**config.mk**
```make
export PLATFORM = sky130hd
export DESIGN_NAME = shifter_seq
export DESIGN_NICKNAME = d
export VERILOG_FILES = /design/src/rtl/shifter_seq.sv
export SDC_FILE = /design/constraint.sdc
export NUM_CORES = 1
export LEC_CHECK = 0
export BUFFER_PORTS_ARGS = -buffer_cell sky130_fd_sc_hd__buf_2
export CAP_MARGIN = 20
export CELL_PAD_IN_SITES_DETAIL_PLACEMENT = 1
export CELL_PAD_IN_SITES_GLOBAL_PLACEMENT = 1
export CORE_MARGIN = 2
export CORE_UTILIZATION = 37
export DETAILED_ROUTE_END_ITERATION = 10
export PLACE_DENSITY_LB_ADDON = 0.08
export SYNTH_ARGS = -nofsm -noshare
export SYNTH_HDL_FRONTEND = slang
export SYNTH_SLANG_ARGS = --single-unit
```
**constraint.sdc**
```tcl
create_clock -name clk -period 2 [get_ports clk]
set_input_delay 0 -clock clk [delete_from_list [all_inputs] [get_ports clk]]
set_output_delay 0 -clock clk [all_outputs]
set_load 0.05 [all_outputs]
```
**src/rtl/shifter_seq.sv**
```systemverilog
// shifter_seq: sequential barrel-shifter replacement. It shifts one bit per
// cycle through a three-state FSM (IDLE -> SHIFT -> DONE) with valid/ready
// handshakes on both sides.
// Optional feature macro: SHIFTER_ROTATE_EN. When it is defined, F=4/5
// perform ROL/ROR. When it is undefined, those codes pass A through.
module shifter_seq #(
  parameter int N = 4,
  localparam int W = 1 << N
) (
  input  logic         clk,
  input  logic         rst_n,
  input  logic         in_valid,
  output logic         in_ready,
  input  logic [W-1:0] A,
  input  logic [N-1:0] Sh,
  input  logic [2:0]   F,
  output logic         out_valid,
  input  logic         out_ready,
  output logic [W-1:0] Y,
  output logic         busy
);

  typedef enum logic [1:0] {
    IDLE  = 2'd0,
    SHIFT = 2'd1,
    DONE  = 2'd2
  } state_t;

  localparam logic [2:0]   OP_SLL  = 3'd0;
  localparam logic [2:0]   OP_SRL  = 3'd1;
  localparam logic [2:0]   OP_SRA  = 3'd3;
`ifdef SHIFTER_ROTATE_EN
  localparam logic [2:0]   OP_ROL  = 3'd4;
  localparam logic [2:0]   OP_ROR  = 3'd5;
`endif
  localparam logic [N-1:0] CNT_ONE = N'(1);

  state_t         state_reg, state_next;
  logic [W-1:0]   work_reg, work_next;
  logic [N-1:0]   cnt_reg, cnt_next;
  logic [2:0]     mode_reg, mode_next;
  logic           is_shift_op;
  logic [W-1:0]   step_val;

  // Decode which opcodes need SHIFT cycles; every other code completes as PASS.
  always_comb begin
    is_shift_op = 1'b0;
    case (F)
      OP_SLL, OP_SRL, OP_SRA: is_shift_op = 1'b1;
`ifdef SHIFTER_ROTATE_EN
      OP_ROL, OP_ROR:         is_shift_op = 1'b1;
`endif
      default:                is_shift_op = 1'b0;
    endcase
  end

  // Compute one single-bit step of the latched operation on the working register.
  always_comb begin
    step_val = work_reg;
    case (mode_reg)
      OP_SLL: step_val = {work_reg[W-2:0], 1'b0};
      OP_SRL: step_val = {1'b0, work_reg[W-1:1]};
      OP_SRA: step_val = {work_reg[W-1], work_reg[W-1:1]};
`ifdef SHIFTER_ROTATE_EN
      OP_ROL: step_val = {work_reg[W-2:0], work_reg[W-1]};
      OP_ROR: step_val = {work_reg[0], work_reg[W-1:1]};
`endif
      default: step_val = work_reg;
    endcase
  end

  // Compute the next-state and datapath updates for the FSM.
  always_comb begin
    state_next = state_reg;
    work_next  = work_reg;
    cnt_next   = cnt_reg;
    mode_next  = mode_reg;
    case (state_reg)
      IDLE: begin
        if (in_valid) begin
          work_next = A;
          cnt_next  = Sh;
          mode_next = F;
          if (is_shift_op && (Sh != '0)) state_next = SHIFT;
          else                           state_next = DONE;
        end
      end
      SHIFT: begin
        work_next = step_val;
        cnt_next  = cnt_reg - CNT_ONE;
        if (cnt_reg == CNT_ONE) state_next = DONE;
      end
      DONE: begin
        // Returning to IDLE forces at least one idle cycle between results.
        if (out_ready) state_next = IDLE;
      end
      default: state_next = IDLE;
    endcase
  end

  // Hold the state, working register, counter and mode. Reset clears them immediately.
  always_ff @(posedge clk or negedge rst_n) begin
    if (!rst_n) begin
      state_reg <= IDLE;
      work_reg  <= '0;
      cnt_reg   <= '0;
      mode_reg  <= '0;
    end else begin
      state_reg <= state_next;
      work_reg  <= work_next;
      cnt_reg   <= cnt_next;
      mode_reg  <= mode_next;
    end
  end

  assign in_ready  = (state_reg == IDLE);
  assign out_valid = (state_reg == DONE);
  assign busy      = (state_reg == SHIFT);
  assign Y         = work_reg;

endmodule

```
* Word-level counts from Yosys, hierarchy flattened
Cells that the tools add are included.
Storage, ports and cells: logic and storage cells 42, input bits 27, bits in registers 25, output and inout bits 19
Operators by class: equality and inequality tests 13, reduce and logical (&&, ||, !) cells 12, multiplexer cells 11, $add $sub $neg 1
Operators by type and width (count):
- one-hot mux 16 bit (3 select lines) | 1
- one-hot mux 16 bit (2 select lines) | 1
- two-way mux 16 bit | 1
- two-way mux 2 bit | 4
- one-hot mux 4 bit (2 select lines) | 1
- equality test 3 x 1 -> 1 bit, second input constant | 2
- equality test 3 x 2 -> 1 bit, second input constant | 2
- logical NOT 3 bit | 2
- one-hot mux 2 bit (3 select lines) | 1
- AND reduction 3 bit | 2
- equality test 4 x 1 -> 1 bit, second input constant | 1
- two-way mux 4 bit | 1
- inequality test 2 x 1 -> 1 bit, second input constant | 2
- inequality test 2 bit, second input constant | 2
- inequality test 4 x 1 -> 1 bit, second input constant | 1
- AND reduction 2 bit | 2
- AND reduction 4 bit | 1
- nonzero test 4 bit | 1
- subtractor 4 x 1 -> 4 bit, second input constant | 1
- inequality test 3 x 1 -> 1 bit, second input constant | 1
- OR reduction 3 bit | 1
- equality test 2 x 1 -> 1 bit, second input constant | 1
- equality test 2 bit, second input constant | 1
- logical NOT 2 bit | 1
- other kinds (3) | 3

* Longest topological paths before layout
Gate-level depths: netlist of run 1.
depth in word-level cells 7, depth in mapped cells 7, mapped depth without buffers 5

* Worst setup path before layout of run 1
OpenSTA, ideal clock, no wires.
kind flip-flop to flip-flop, start point reg state_reg[0], end point reg mode_reg[0], setup time 125 ps, required time 1875 ps, setup slack -112 ps, period minus slack after synthesis 2112 ps, stages on the path, launching flop included 6, arrival 1987 ps, path buffers 2, path through dfrtp_1 buf_4 nor2_1 and2_1 clkbuf_1 mux2_2
Between the ends: longest elaborated chain between the ends 2
RTL lines:
- start: declaration | line 38 | state_t state_reg, state_next;
- start signal: assignment | line 109 | state_reg <= state_next;
- logical NOT 2 bit
- named net in_ready | line 13 | output logic in_ready,
- AND reduction 2 bit (no line)
- end signal: assignment | line 112 | mode_reg <= mode_next;
- end: declaration | line 41 | logic [2:0] mode_reg, mode_next;
The timed path passes the listed nets, and every way through them passes these cells. A chain may end at the register's enable or synchronous reset.

* Worst setup path in the final report of run 1
start point reg state_reg[0], end point reg work_reg[7], in the netlist Y[7]
Between the ends: longest elaborated chain between the ends 3, elaborated cells between the ends (all ways) 7, classes of those cells eq/ne (3); mux (1); reduce/logical (3)
RTL lines:
- equality test 2 x 1 -> 1 bit / logical NOT 2 bit (equally long branches) | line 78 | case (state_reg)
- inequality test 4 x 1 -> 1 bit (no line) (tied with other cells)
- AND reduction 3 bit (no line)
- end signal: assignment | line 110 | work_reg <= work_next;
- end: declaration | line 39 | logic [W-1:0] work_reg, work_next;
Several ways; a longest one is shown, not always the timed one.

==> results of run 1 <==
through the flow:
stage                       util  hold WS (ns)  total power [mW]
final                     0.4828       0.01633             3.413
after global routing      0.4828       0.03833             3.651
after CTS                 0.4828      0.008841             3.450
after detailed placement  0.4572       0.02687             3.125
after global placement    0.4572       0.03185             3.051
after floorplan                -       -0.2956             2.640
layer usage:
metal | vias up | routed length [um] | global-route usage
li1 | 661 | - | -
met1 | 673 | 1898 | 0.2521
met2 | 33 | 1814 | 0.3213
met3 | 5 | 158 | 0.02196
met4 | 0 | 55 | 0.07143
met5 | - | 0 | 0
repair_timing:
action,CTS,global route
endpoints found under the hold margin,29,0
setup buffers,0,0
hold buffers,5,0
kinds of logic after synthesis:
group,synth area share
flip-flops,0.4318
adder cells (fa/ha/maj),0.01727
AO/OA/AOI/OAI,0.1632
AND/OR/NAND/NOR,0.2004
buffers and inverters,0.06304
multiplexers,0.1244
final cells by class:
cell class              count  area (um2)
fillers                   472        1922
multi-input cells         121       734.5
flip-flops and latches     25       625.6
repair buffers             52       302.8
well taps                  48       60.06
clock buffers               4       45.04
inverters                   7       26.28
cell usage after synthesis, types with 2 or more instances:
master     n
o21ai_0    5
a31oi_1   15
nor3_1     3
ha_1       2
nand3_1    2
clkbuf_1   3
nor2b_1    2
mux2_2    16
nor2_1    19
inv_1      7
o22ai_1    3
a21oi_1    6
nand2b_1   3
and3_1     2
a211oi_1   2
nand2_1   29
buf_2      4
dfrtp_1   25
how the worst max path moves through the flow:
stage | from | end | slack [ns] | depth (start not counted)
floorplan | state_reg[0] | mode_reg[0] | 0.15 | 5
global placement | state_reg[0] | Y[4] | 0.24 | 4
detailed placement | state_reg[0] | Y[7] | 0.15 | 4
CTS | state_reg[0] | Y[7] | 0.15 | 4
global route | state_reg[0] | Y[13] | 0.06 | 4
finish | state_reg[0] | Y[7] | 0.17 | 4
report_power, final:
part / internal [mW] / switching (mW)
logic: 0.661 / 1.38
clock network: 0.143 / 0.165
registers: 0.766 / 0.297
total: 1.57 / 1.84
worst reg2reg max path, stage by stage, from the launching register on:
cell,delay (ns)
dfrtp_1,0.52
nor2b_2,0.08
a31oi_1,0.18
or2_1,0.54
mux2_2,0.41
==> summary.txt, run 1 <==
Worst setup path
  • R2R depth: 4
  • Critical Path Source Type: register
  • CP Cell Sequence: nor2b_2, a31oi_1, or2_1, mux2_2
  • Setup slack, reg-to-reg: 0.17 ns
  • Buf+Inv Stages, Crit Path: 0
  • Crit-path slowest cell: or2_1
  • FF-to-FF End: Y[7]
  • Arr. time, crit path: 1.99 ns
  • Kind of critical path: register to register
  • Crit path required time: around 2.2 ns
  • Critical Path Sink Type: register
  • CP peak stage delay: 0.54 ns
  • Delay-heaviest family, CP: simple AND/OR/NAND/NOR gates
  • CP max FO: 15
  • R2r startpoint: state_reg[0]

Placed design
  • Pre-CTS setup slack: 0.1502 ns
  • Placed cell area: 1699 um2
  • Dpl hpwl: 2909 um
  • Placer Congestion: 0.7659
  • Port Buffers: 45
  • # placed instances: 248

Clocking
  • Clock Path Buffers: 2
  • CTS tree: built
  • CTS root buffer: clkbuf_8
  • # resized after CTS: 0
  • Total CTS buffers: 3
  • Clk sink count: 25
  • Worst-Skew Late Latency: 0.27 ns
  • Maximum level of the CTS H-tree: 1
  • Clk slew on worst S/H paths: approximately 0.090 ns

Route
  • Drt first pass iters: 4
  • Iter 0 DRT Violations: 38
  • Post-route ant nets: 0
  • Total Routed Length: just under 4000 um
  • # DRC: 0
  • WL per Instance: 15.28 um
  • Vias/cell: 5.339
  • Vias after detailed routing: 1,372

STA
  • Max-slew violations: 0
  • Final Hold Fails: 0
  • Minimum clock period: 1.830 ns
  • Setup ws final: 0.1702 ns
  • Worst relative slew slack: 0.5819
  • Final Setup Violations: 0
  • Tightest Pin Transition: 0.6271 ns
  • Clk_skew: 0.0004965 ns
  • RSZ-0062 raised after global routing: false
  • Fmax: 0.5465 GHz
  • Post-Route Setup TNS: 0 ns
  • Final worst-path cycle share: 0.9149

Final layout
  • # diodes: 0
  • Fin cells: 257
  • Nets: 239
  • Share of layout cells above drive strength 1: 0.3349
  • Most frequent cells in the layout: buf_2 (45), nand2_1 (29), dfrtp_1 (25)
  • Fin area: 1794 um2
  • P&R area growth vs syn: 23.83%
  • Max reg flops: 16
  • Most common cell after layout, fill and taps aside: buf_2

Power
  • Pwr dens: ~1900 nW/um2
  • Peak VDD IR: 0.7639 mV
  • Static leakage: roughly 0.84 nW

Synthesis
  • Top cells by area, synth: dfrtp_1 (43%), mux2_2 (12%), nand2_1 (7.5%)
  • Post-Syn Area: 1449 um2
  • Synthesized instance count: roughly 160
  • Synth top area share: 0.4318
  • Post-synth EDFFs: 0
  • Unique cell type count in the Yosys netlist: 33
  • Ys async rst share: 1.000
  • Net count after synthesis: 192
  • Post-synthesis sequential area ratio: 0.4318
  • Syn Area/Cell: roughly 8.9 um2
  • Ys Warns: 0
  • Yosys top cell by area: dfrtp_1
  • Seq cells post-synth: 25
  • Ys flop type: dfrtp_1

Worst hold path
  • Hold path depth: 3
  • Worst hold path type: primary input to register
  • Hold Path Origin: out_ready
  • Hold EP: state_reg[1]

Global routing
  • Vias in the first global route: 1,380
  • Grt total ovfl: 0
  • First-pass GRT wire length: 6389 um
  • Largest net degree at the start of global routing: 29
  • GRT Util Overall: 0.1913
  • Initial antenna violation count: 0

Die
  • Core box area: 3716 um2
  • Chip height: 66.58 um
  • Die width: 66.58 um
  • Die footprint: 4432 um2
  • Starting density of the core: 0.3899
  • Row count: 22
  • Number of I/O pins: 46

Status
  • Outcome: finished, final reports clean

Flow run
  • Max Cap Violations: 0
No activity file was read; power rests on OpenSTA's default activity.
==> run 2, diff against run 1 <==
- ABC_AREA: not set -> 1
- CORE_UTILIZATION: 37 -> 36
==> run 2 against run 1 <==
Effect of this change:
- via count up 20%
- combinational power up 16%
- utilization down 2.4 points
- clock power up 3%
- final area up 14%
- largest power group unchanged
- largest cell class unchanged
- register-to-register slack better by 0.40 ns
- non-clock buffer count up 4
- global-route usage up 0.75 points
- hold slack worse by 0.0054 ns
- sequential power down 7%
==> summary.txt, run 2 <==
Power
  • Tot Pwr: 3.658 mW (+7.2%)
  • Pwr dens: 1794 nW/um2 (-5.7%)
  • Peak VDD IR: 0.6676 mV (-13%)
  • Static leakage: 1.191 nW (+41%)

Flow run
  • Max Cap Violations: 0 (unchanged)

Global routing
  • First-pass GRT wire length: 8148 um (+28%)
  • Grt total ovfl: 0 (unchanged)
  • Largest net degree at the start of global routing: 26 (-10%)
  • Initial antenna violation count: 0 (unchanged)
  • Vias in the first global route: 1,719 (+25%)
  • GRT Util Overall: 0.1987 (+0.007461)

STA
  • Minimum clock period: 1.432 ns (-0.3982 ns)
  • RSZ-0062 raised after global routing: false
  • Worst relative slew slack: 0.5936 (+0.01172)
  • Post-Route Setup TNS: 0 ns (unchanged)
  • Clk_skew: 0.004617 ns (+0.004121 ns)
  • Final Setup Violations: 0 (unchanged)
  • Max-slew violations: 0 (unchanged)
  • Worst hold margin: 0.01095 ns (-0.005373 ns)
  • Final worst-path cycle share: 0.7158 (-0.1991)
  • Tightest Pin Transition: 0.6095 ns (-0.01758 ns)
  • Setup ws final: 0.5685 ns (+0.3982 ns)
  • Fmax: 0.6985 GHz (+28%)
  • Final Hold Fails: 0 (unchanged)

Clocking
  • Clk sink count: 25 (unchanged)
  • Total CTS buffers: 3 (unchanged)
  • Clk slew on worst S/H paths: 0.09 ns (about the same)
  • Clock Path Buffers: 2 (unchanged)
  • CTS tree: built
  • # resized after CTS: 0 (unchanged)
  • Worst-Skew Late Latency: 0.27 ns (about the same)
  • Maximum level of the CTS H-tree: 1 (unchanged)
  • CTS root buffer: clkbuf_8

Synthesis
  • Net count after synthesis: 276 (+44%)
  • Post-synthesis sequential area ratio: 0.3704 (-0.06141)
  • Synthesized instance count: 247 (+52%)
  • Cell with the most instances after synthesis: nand2_1
  • Post-synth EDFFs: 0 (unchanged)
  • Ys async rst share: 1.000 (unchanged)
  • Top cells by area, synth: dfrtp_1 (37%), nand2_1 (24%), nand3_1 (11%)
  • Post-Syn Area: 1689 um2 (+17%)
  • Seq cells post-synth: 25 (unchanged)
  • Ys flop type: dfrtp_1
  • Ys Warns: 0 (unchanged)
  • Syn Area/Cell: 6.839 um2 (-23%)
  • Synth top area share: 0.3704 (-0.06141)
  • Post-synth top cells: nand2_1 (107), nand3_1 (38), dfrtp_1 (25)
  • Unique cell type count in the Yosys netlist: 23 (-30%)
  • Yosys top cell by area: dfrtp_1

Placed design
  • Placer Congestion: 0.7912 (+3.3%)
  • Dpl hpwl: 3517 um (+21%)
  • Port Buffers: 45 (unchanged)
  • Pre-CTS setup slack: 0.5701 ns (+0.4199 ns)

Worst setup path
  • CP peak stage delay: 0.38 ns (-0.16 ns)
  • Crit path from: mode_reg[2]
  • CP Cell Sequence: inv_2, nand2_4, nand2_2, nand2_4, nand2_8, inv_8, nand2_2, nand2_1
  • Critical Path Source Type: register
  • Setup slack, reg-to-reg: 0.57 ns (+0.40 ns)
  • CP max FO: 17 (+2)
  • Crit path required time: 2.17 ns (about the same)
  • R2r startpoint: mode_reg[2]
  • Critical Path Sink Type: register
  • Crit-path slowest cell: dfrtp_1
  • Arr. time, crit path: 1.60 ns (-0.39 ns)
  • Kind of critical path: register to register

Die
  • Starting density of the core: 0.3801 (-0.009831)
  • Die width: 72.50 um (+8.9%)
  • Number of I/O pins: 46 (unchanged)
  • Die footprint: 5256 um2 (+19%)
  • Core box area: 4444 um2 (+20%)
  • Chip height: 72.50 um (+8.9%)
  • Row count: 24 (+9.1%)

Route
  • Vias after detailed routing: 1,645 (+20%)
  • Total Routed Length: 4671 um (+19%)
  • WL per Instance: 13.38 um (-12%)
  • Iter 0 DRT Violations: 38 (unchanged)
  • # DRC: 0 (unchanged)
  • Drt first pass iters: 4 (unchanged)
  • Vias/cell: 4.713 (-12%)
  • Post-route ant nets: 0 (unchanged)

Final layout
  • Most common cell after layout, fill and taps aside: nand2_1
  • Max reg flops: 16 (unchanged)
  • Most frequent cells in the layout: nand2_1 (107), buf_2 (45), nand3_1 (38)
  • # diodes: 0 (unchanged)
  • P&R area growth vs syn: 20.74%
  • Share of layout cells above drive strength 1: 0.2593 (-0.07567)
  • Nets: 327 (+37%)
  • Final design utilization: 0.4589 (-0.02393)

Status
  • Outcome: finished, final reports clean

Worst hold path
  • Worst hold path type: primary input to register
  • Hold Path Origin: A[11]
[run 2: critical path, delay by kind of cell, from the launching register on]
family                 cells  cell delay, ns
DFF                        1            0.38
and+or+nand+nor            6            0.63
buffers and inverters      2            0.31
[run 2: final cells by class]
cell class | count | area [um2]
timing repair buffer | 56 | 327.8
sequential | 25 | 625.6
inverter | 30 | 122.6
clock buffer | 4 | 45.04
multi-input combinational | 182 | 853.3
tap | 52 | 65.06
fill | 624 | 2405
[run 2: cell families (layout without fill, tap and decap cells)]
| group | count (synthesis) | in the layout | synth area share |
|---|---|---|---|
| compound gates | 7 | 7 | 0.02074 |
| buf+inv | 40 | 90 | 0.1244 |
| flops | 25 | 25 | 0.3704 |
| simple gates | 173 | 173 | 0.4696 |
| fa+ha+maj | 2 | 2 | 0.01481 |
[run 2: stage by stage]
stage                     area, um2  std cells
after floorplan                1689        247
after global placement         1914        337
after detailed placement       1914        337
after CTS                      2039        349
after global routing           2039        349
final                          2039        349
[run 2: per-layer routing]
layer,GRT usage,vias to the layer above,wire (um)
li1,-,855,-
met1,0.2811,759,2348
met2,0.3170,27,2157
met3,0.02361,4,123
met4,0.06379,0,42
met5,0,-,0
[run 2: where the power goes]
part / switching, mW / leakage (nW) / internal (mW)
registers: 0.227 / 0.309 / 0.757
clock network: 0.174 / 0.0228 / 0.143
logic: 1.71 / 0.859 / 0.645
[run 2: worst paths after layout]
check / to / cells after the start
worst max-delay path: Y[4] / 8
worst min-delay path: Y[11] / 5
worst max register to register: Y[4] / 8
worst min register to register: Y[0] / 2
max in group asynchronous: Y[0] / 2
min in group asynchronous: cnt_reg[2] / 2
[run 2: repair_timing]
action / 4_1_cts / 5_1_grt
hold endpoints to repair: 32 / 0
hold buffers: 8 / 0
setup buffers: 0 / 0
